`src/rtl/ebus_pkg.sv`:
```
// ebus_pkg: shared EBUS types, the diagnostic sequencer state encoding and
// the named diagnostic function codes used by the console side.
// Bit numbering follows the PDP-10 convention: bit 0 is the most significant.
package ebus_pkg;

    typedef logic [0:35] tEBUSdata;
    typedef logic [0:6]  tDiagFunc;

    typedef enum logic [2:0] {
        IDLE,
        SETUP,
        STROBE,
        WAIT,
        DONE
    } state_e;

    localparam tDiagFunc DIAG_READ_APR  = 7'o12;
    localparam tDiagFunc DIAG_WRITE_CTL = 7'o42;
    localparam tDiagFunc DIAG_READ_SCD  = 7'o14;

    function automatic int max3(input int a, input int b, input int c);
        int m;
        m = (a > b) ? a : b;
        return (m > c) ? m : c;
    endfunction

endpackage

```
`src/rtl/ebus_diag_seq.sv`:
```
// ebus_diag_seq: DTE-side EBUS diagnostic-function sequencer.
// Turns one console request (diag read or write) into a timed EBUS cycle:
// setup, strobe, optional wait for a driver, then a held response.
//
// Ports:
//   clk, CROBAR_N               clock, asynchronous active-low reset
//   abort                       synchronous abort back to IDLE, no response
//   req_valid/req_ready         request handshake
//   req_write/req_diag/req_data request contents
//   rsp_valid/rsp_ready         response handshake
//   rsp_data/rsp_timeout        read data, read-timed-out flag
//   ebus_data_in                muxed EBUS data (sampled only at capture)
//   ebus_any_driving            OR of every module's driving flag
//   diag_func/diag_read/diag_strobe  diagnostic broadcast to modules
//   drv_driving/drv_data        DTE's own EBUSdriver slot into the data mux
module ebus_diag_seq
    import ebus_pkg::*;
#(
    parameter int SETUP_CYC   = 2,
    parameter int STROBE_CYC  = 2,
    parameter int TIMEOUT_CYC = 16
) (
    input  logic        clk,
    input  logic        CROBAR_N,
    input  logic        abort,
    input  logic        req_valid,
    output logic        req_ready,
    input  logic        req_write,
    input  logic [0:6]  req_diag,
    input  logic [0:35] req_data,
    output logic        rsp_valid,
    input  logic        rsp_ready,
    output logic [0:35] rsp_data,
    output logic        rsp_timeout,
    input  logic [0:35] ebus_data_in,
    input  logic        ebus_any_driving,
    output logic [0:6]  diag_func,
    output logic        diag_read,
    output logic        diag_strobe,
    output logic        drv_driving,
    output logic [0:35] drv_data
);

    localparam int CNT_W = $clog2(max3(SETUP_CYC, STROBE_CYC, TIMEOUT_CYC)) + 1;
    localparam logic [CNT_W-1:0] SETUP_LOAD   = CNT_W'(SETUP_CYC - 1);
    localparam logic [CNT_W-1:0] STROBE_LOAD  = CNT_W'(STROBE_CYC - 1);
    localparam logic [CNT_W-1:0] TIMEOUT_LOAD = CNT_W'(TIMEOUT_CYC - 1);

    state_e           state_q, state_d;
    logic [CNT_W-1:0] count_q, count_d;
    logic             write_q, write_d;
    tDiagFunc         diag_q, diag_d;
    tEBUSdata         data_q, data_d;

    logic             req_ready_q, req_ready_d;
    logic             rsp_valid_q, rsp_valid_d;
    tEBUSdata         rsp_data_q, rsp_data_d;
    logic             rsp_timeout_q, rsp_timeout_d;
    tDiagFunc         diag_func_q, diag_func_d;
    logic             diag_read_q, diag_read_d;
    logic             diag_strobe_q, diag_strobe_d;
    logic             drv_driving_q, drv_driving_d;
    tEBUSdata         drv_data_q, drv_data_d;

    logic             bus_busy;

    // Next-state logic. Every bus output is derived from the next state so
    // that the registered outputs line up with the state they belong to.
    always_comb begin
        state_d       = state_q;
        count_d       = count_q;
        write_d       = write_q;
        diag_d        = diag_q;
        data_d        = data_q;
        rsp_data_d    = rsp_data_q;
        rsp_timeout_d = rsp_timeout_q;

        case (state_q)
            IDLE: begin
                if (req_valid) begin
                    write_d = req_write;
                    diag_d  = req_diag;
                    data_d  = req_data;
                    count_d = SETUP_LOAD;
                    state_d = SETUP;
                end
            end
            SETUP: begin
                if (count_q == '0) begin
                    count_d = STROBE_LOAD;
                    state_d = STROBE;
                end else begin
                    count_d = count_q - CNT_W'(1);
                end
            end
            STROBE: begin
                if (count_q == '0) begin
                    // A write ignores ebus_any_driving: our own drv_driving
                    // is part of that OR.
                    if (write_q) begin
                        rsp_data_d    = '0;
                        rsp_timeout_d = 1'b0;
                        state_d       = DONE;
                    end else if (ebus_any_driving) begin
                        rsp_data_d    = ebus_data_in;
                        rsp_timeout_d = 1'b0;
                        state_d       = DONE;
                    end else begin
                        count_d = TIMEOUT_LOAD;
                        state_d = WAIT;
                    end
                end else begin
                    count_d = count_q - CNT_W'(1);
                end
            end
            WAIT: begin
                if (ebus_any_driving) begin
                    rsp_data_d    = ebus_data_in;
                    rsp_timeout_d = 1'b0;
                    state_d       = DONE;
                end else if (count_q == '0) begin
                    rsp_data_d    = '0;
                    rsp_timeout_d = 1'b1;
                    state_d       = DONE;
                end else begin
                    count_d = count_q - CNT_W'(1);
                end
            end
            DONE: begin
                if (rsp_ready) begin
                    state_d = IDLE;
                end
            end
            default: begin
                state_d = IDLE;
            end
        endcase

        // Abort wins over everything, including a request offered in IDLE.
        if (abort) begin
            state_d = IDLE;
            count_d = '0;
            write_d = 1'b0;
            diag_d  = '0;
            data_d  = '0;
        end

        // The response is only visible while DONE is held.
        if (state_d != DONE) begin
            rsp_data_d    = '0;
            rsp_timeout_d = 1'b0;
        end
    end

    // Output decode from the next state.
    always_comb begin
        bus_busy      = (state_d == SETUP) || (state_d == STROBE) || (state_d == WAIT);
        req_ready_d   = (state_d == IDLE);
        rsp_valid_d   = (state_d == DONE);
        diag_func_d   = bus_busy ? diag_d : '0;
        diag_read_d   = bus_busy && !write_d;
        diag_strobe_d = (state_d == STROBE);
        drv_driving_d = write_d && ((state_d == SETUP) || (state_d == STROBE));
        drv_data_d    = drv_driving_d ? data_d : '0;
    end

    // State, counter, latched request and registered outputs. Reset drops
    // any bus drive at once.
    always_ff @(posedge clk or negedge CROBAR_N) begin
        if (!CROBAR_N) begin
            state_q       <= IDLE;
            count_q       <= '0;
            write_q       <= 1'b0;
            diag_q        <= '0;
            data_q        <= '0;
            req_ready_q   <= 1'b1;
            rsp_valid_q   <= 1'b0;
            rsp_data_q    <= '0;
            rsp_timeout_q <= 1'b0;
            diag_func_q   <= '0;
            diag_read_q   <= 1'b0;
            diag_strobe_q <= 1'b0;
            drv_driving_q <= 1'b0;
            drv_data_q    <= '0;
        end else begin
            state_q       <= state_d;
            count_q       <= count_d;
            write_q       <= write_d;
            diag_q        <= diag_d;
            data_q        <= data_d;
            req_ready_q   <= req_ready_d;
            rsp_valid_q   <= rsp_valid_d;
            rsp_data_q    <= rsp_data_d;
            rsp_timeout_q <= rsp_timeout_d;
            diag_func_q   <= diag_func_d;
            diag_read_q   <= diag_read_d;
            diag_strobe_q <= diag_strobe_d;
            drv_driving_q <= drv_driving_d;
            drv_data_q    <= drv_data_d;
        end
    end

    assign req_ready   = req_ready_q;
    assign rsp_valid   = rsp_valid_q;
    assign rsp_data    = rsp_data_q;
    assign rsp_timeout = rsp_timeout_q;
    assign diag_func   = diag_func_q;
    assign diag_read   = diag_read_q;
    assign diag_strobe = diag_strobe_q;
    assign drv_driving = drv_driving_q;
    assign drv_data    = drv_data_q;

endmodule

```
`config.mk`:
```
export PLATFORM = sky130hd
export DESIGN_NAME = ebus_diag_seq
export DESIGN_NICKNAME = d
export VERILOG_FILES = /design/src/rtl/ebus_pkg.sv /design/src/rtl/ebus_diag_seq.sv
export SDC_FILE = /design/constraint.sdc
export NUM_CORES = 1
export LEC_CHECK = 0
export BUFFER_PORTS_ARGS = -buffer_cell sky130_fd_sc_hd__buf_2
export CAP_MARGIN = 10
export CORE_ASPECT_RATIO = 1.25
export CORE_MARGIN = 2
export CORE_UTILIZATION = 39
export CTS_BUF_LIST = sky130_fd_sc_hd__clkbuf_2
export CTS_CLUSTER_SIZE = 12
export DETAILED_ROUTE_END_ITERATION = 8
export HOLD_SLACK_MARGIN = 0.05
export PLACE_DENSITY = 0.67
export SLEW_MARGIN = 30
export SYNTH_ARGS = -nofsm -noshare
export SYNTH_HDL_FRONTEND = slang
export SYNTH_SLANG_ARGS = --single-unit
export TNS_END_PERCENT = 5
```
`constraint.sdc`:
```
create_clock -name clk -period 3.1 [get_ports clk]
set_clock_uncertainty 0.05 [all_clocks]
set_input_delay 0.465 -clock clk [delete_from_list [all_inputs] [get_ports clk]]
set_output_delay 0.465 -clock clk [all_outputs]
set_load 0.01 [all_outputs]
```
==> impl_metrics.csv <==
group,metric,value,unit
outcome,status,"finished, final reports clean",
grt,grt_remaining_overflow,0,
setup_path,critical_path_class,"flop to flop",
synth,syn_nets,590,
detailed_routing,dr.first_iter.drc_count,331,
sta,final_max_slew_viol_count,0,
sta,fin_crit_sh,86.2,%
pwr,p_sw,1.40,mW
grt,grt_pass1_vias,4746,
synth,ys.flop_type,"dfrtp_1",
hold_path,hp-class,"input port to flop",
sta,tightest_slew,0.717,ns
setup_path,crit_arrival,3.14,ns
grt,grt_max_degree,76,
clock_network,cts_tree,"done",
pwr,clkPwrFrac,26.6,%
setup_path,worstSetupEndpointType,"flop",
synth,synthDistinctLibCells,46,
detailed_routing,drt-total-wl,14.3,mm
synth,netlist_area,0.00551,mm^2
floorplan,num_rows,48,
sta,final_hold_viol_count,0,
clock_network,clkTransAtPathRegs,0.21,ns
detailed_routing,drc,0,
layout,diodes,0,
synth,synthCells,502,
setup_path,cp-startpoint,"count_q[0]$_DFFE_PN0P_",
synth,synthTopCellsByArea,"dfrtp_1 (62%), nand2_1 (6.5%), a22oi_1 (4.9%)",
clock_network,cts_buffers,17,
layout,final.fill_count,1184,
detailed_routing,viasPerCell,5.03,
placed_design,hpwl,8.85,mm
synth,yosysTopAreaCellShare,61.7,%
placed_design,place_congestion,0.869,
clock_network,clk_path_buf_depth,2,
setup_path,r2r-start,"count_q[0]$_DFFE_PN0P_",
setup_path,cp-endpoint,"drv_data[11]$_DFF_PN0_",
clock_network,clock_latency,0.65,ns
pwr,irDropWorstVdd,299,uV
detailed_routing,wl_per_cell,15.3,um
synth,syn_area_per_cell,11.0,um^2
floorplan,die_h,137,um
clock_network,htreeDepth,4,
setup_path,crit_fanout,29,
grt,antenna_found_initial,1,
pwr,internal-power,2.70,mW
detailed_routing,dr.pass1.iters,4,
synth,yosysSeqAreaShare,62.2,%
setup_path,r2r-end,"drv_data[11]$_DFF_PN0_",
setup_path,cp-start-kind,"flop",
pwr,p_seq_share,48.3,%
sta,maxSlewHeadroom,51.9,%
run,maxCapViolations,0,
floorplan,die_area,0.0151,mm^2
pwr,switching_share,34.1,%
floorplan,start_util,39.9,%
synth,synthArstFlopShare,100,%
synth,synth-seq-cells,137,
pwr,leakage,3.79,nW
placed_design,port_buffers,170,
sta,final.setup.tns,0,ns
pwr,p_per_area,539,mW/mm^2
clock_network,cts_sinks,137,
synth,synth_edf_count,0,
hold_path,hold_depth,4,
detailed_routing,vias,4694,
floorplan,coreArea,0.0138,mm^2
setup_path,r2r_slack,0.43,ns
sta,fmax,374,MHz
layout,syn_to_final_growth,37.8,%
sta,finalSetupViolations,0,
floorplan,dieWidth,110,um
clock_network,cts_resized,0,
clock_network,ctsRootBufferMaster,"clkbuf_2",
setup_path,ff2ff_path_depth,8,
layout,drive_above_1_share,31.1,%
grt,grt_pass1_wl,22.5,mm
sta,post-route-min-period,2.67,ns
pwr,combPwrFrac,25.1,%
sta,rsz0062_at_grt,"false",
detailed_routing,ant_nets,0,
grt,grt_usage,19.3,%
synth,yosys.area.top_type,"dfrtp_1",
layout,fin_nets,834,
floorplan,pin_count,171,
setup_path,worstPathRequired,3.57,ns
synth,synth_warnings,0,
sta,worst_slack,0.429,ns
placed_design,dp_slack,0.498,ns
cell usage after synthesis, types with 2 or more instances:
cell type  number
dfrtp_1       136
nand2_1        95
a21oi_1        52
nor2_1         46
a22oi_1        36
clkbuf_1       23
nor3b_1        23
nor3b_2        13
buf_2          10
and3_1          8
nor3_1          5
o21ai_0         5
buf_6           4
and2_1          3
inv_1           3
nand3_1         3
o211ai_1        3
buf_1           2
ha_1            2
nor4b_4         2
o221ai_1        2
xnor2_1         2
metrics by stage:
stage / util (%) / hold slack [ns] / cell area (um^2) / instances / power [mW]
after global routing: 55.0 / 0.170 / 7590 / 934 / 4.35
after detailed placement: 47.2 / 0.459 / 6520 / 819 / 2.95
final: 55.0 / 0.228 / 7590 / 934 / 4.09
after CTS: 55.0 / 0.144 / 7590 / 934 / 4.15
after floorplan: - / 0.119 / 5510 / 502 / 2.67
after global placement: 47.2 / 0.452 / 6520 / 819 / 2.92
area by class of cell:
| cell class | count | area, um^2 | area share [%] |
|---|---|---|---|
| Tap cell | 175 | 219 | 2.88 |
| Clock inverter | 15 | 164 | 2.16 |
| Timing Repair Buffer | 265 | 1800 | 23.7 |
| Multi-Input combinational cell | 322 | 1880 | 24.8 |
| Clock buffer | 17 | 85.1 | 1.12 |
| Sequential cell | 137 | 3430 | 45.2 |
| Inverter | 3 | 11.3 | 0.148 |
power by group through the flow:
| stage | logic [mW] | clock network [mW] | registers [mW] |
|---|---|---|---|
| floorplan | 0.679 | 0 | 1.99 |
| global placement | 0.921 | 0 | 2.00 |
| detailed placement | 0.942 | 0 | 2.01 |
| CTS | 1.03 | 1.14 | 1.98 |
| global route | 1.13 | 1.22 | 1.99 |
| finish | 1.03 | 1.09 | 1.98 |
per-layer routing:
layer	global-route usage, %	wire (um)	vias up
li1	-	-	2199
met1	22.9	5850	2302
met2	33.1	7150	176
met3	6.29	1140	15
met4	5.63	148	2
met5	0	13	-
logic make-up after synthesis:
kind of cell	Yosys count	share of synthesized area [%]
AND/OR/NAND/NOR	208	19.9
flip-flops	137	62.2
AO/OA/AOI/OAI	108	12.7
buffers and inverters	43	3.72
XOR/XNOR	3	0.817
adder cells (fa/ha/maj)	2	0.454
multiplexers	1	0.182
what timing repair did:
action                                 4_1_cts  5_1_grt
buffers inserted                             0        0
hold buffers                                83        0
endpoints found under the hold margin      178        0
cell usage in the layout, fill, tap and decap left out, types with 2 or more instances in the layout:
| cell type | count |
|---|---|
| buf_2 | 169 |
| dfrtp_1 | 136 |
| nand2_1 | 95 |
| dlygate4sd3_1 | 83 |
| a21oi_1 | 52 |
| nor2_1 | 46 |
| a22oi_1 | 36 |
| nor3b_1 | 23 |
| clkbuf_2 | 17 |
| nor3b_2 | 13 |
| buf_4 | 10 |
| and3_1 | 8 |
| inv_6 | 6 |
| o21ai_0 | 5 |
| nor3_1 | 4 |
| inv_1 | 3 |
| and2_1 | 3 |
| nand3_1 | 3 |
| o211ai_1 | 3 |
| clkinv_4 | 3 |
| nor4b_4 | 2 |
| o221ai_1 | 2 |
| xnor2_1 | 2 |
| ha_1 | 2 |
| clkinv_2 | 2 |
| bufinv_16 | 2 |
| buf_12 | 2 |
registers in the layout, summed over array words and instances, names as in the netlist:
register,flops
state_q,3
diag_func,7
drv_data,36
count_q,5
rsp_data,36
rsp_timeout,1
write_q,1
drv_driving,1
req_ready,1
diag_q,7
diag_strobe,1
data_q,36
rsp_valid,1
diag_read,1
worst min path at each step:
stage	startpoint	to	slack, ns
final	req_write	diag_read$_DFF_PN0_	0.23
after global routing	rsp_ready	state_q[2]$_DFF_PN0_	0.17
after CTS	req_write	diag_read$_DFF_PN0_	0.14
after detailed placement	data_q[10]$_DFF_PN0_	data_q[10]$_DFF_PN0_	0.46
after global placement	data_q[25]$_DFF_PN0_	data_q[25]$_DFF_PN0_	0.45
after floorplan	CROBAR_N	count_q[0]$_DFFE_PN0P_	0.12
critical path: stages, from the launching register on:
cell     delay (ns)
dfrtp_1        0.44
inv_1          0.11
ha_1           0.17
nor4b_4        0.34
mux2i_1        0.18
o41a_4         0.53
xnor2_4        0.37
buf_12         0.25
nor3b_1        0.09
No activity file was read; power rests on OpenSTA's default activity.
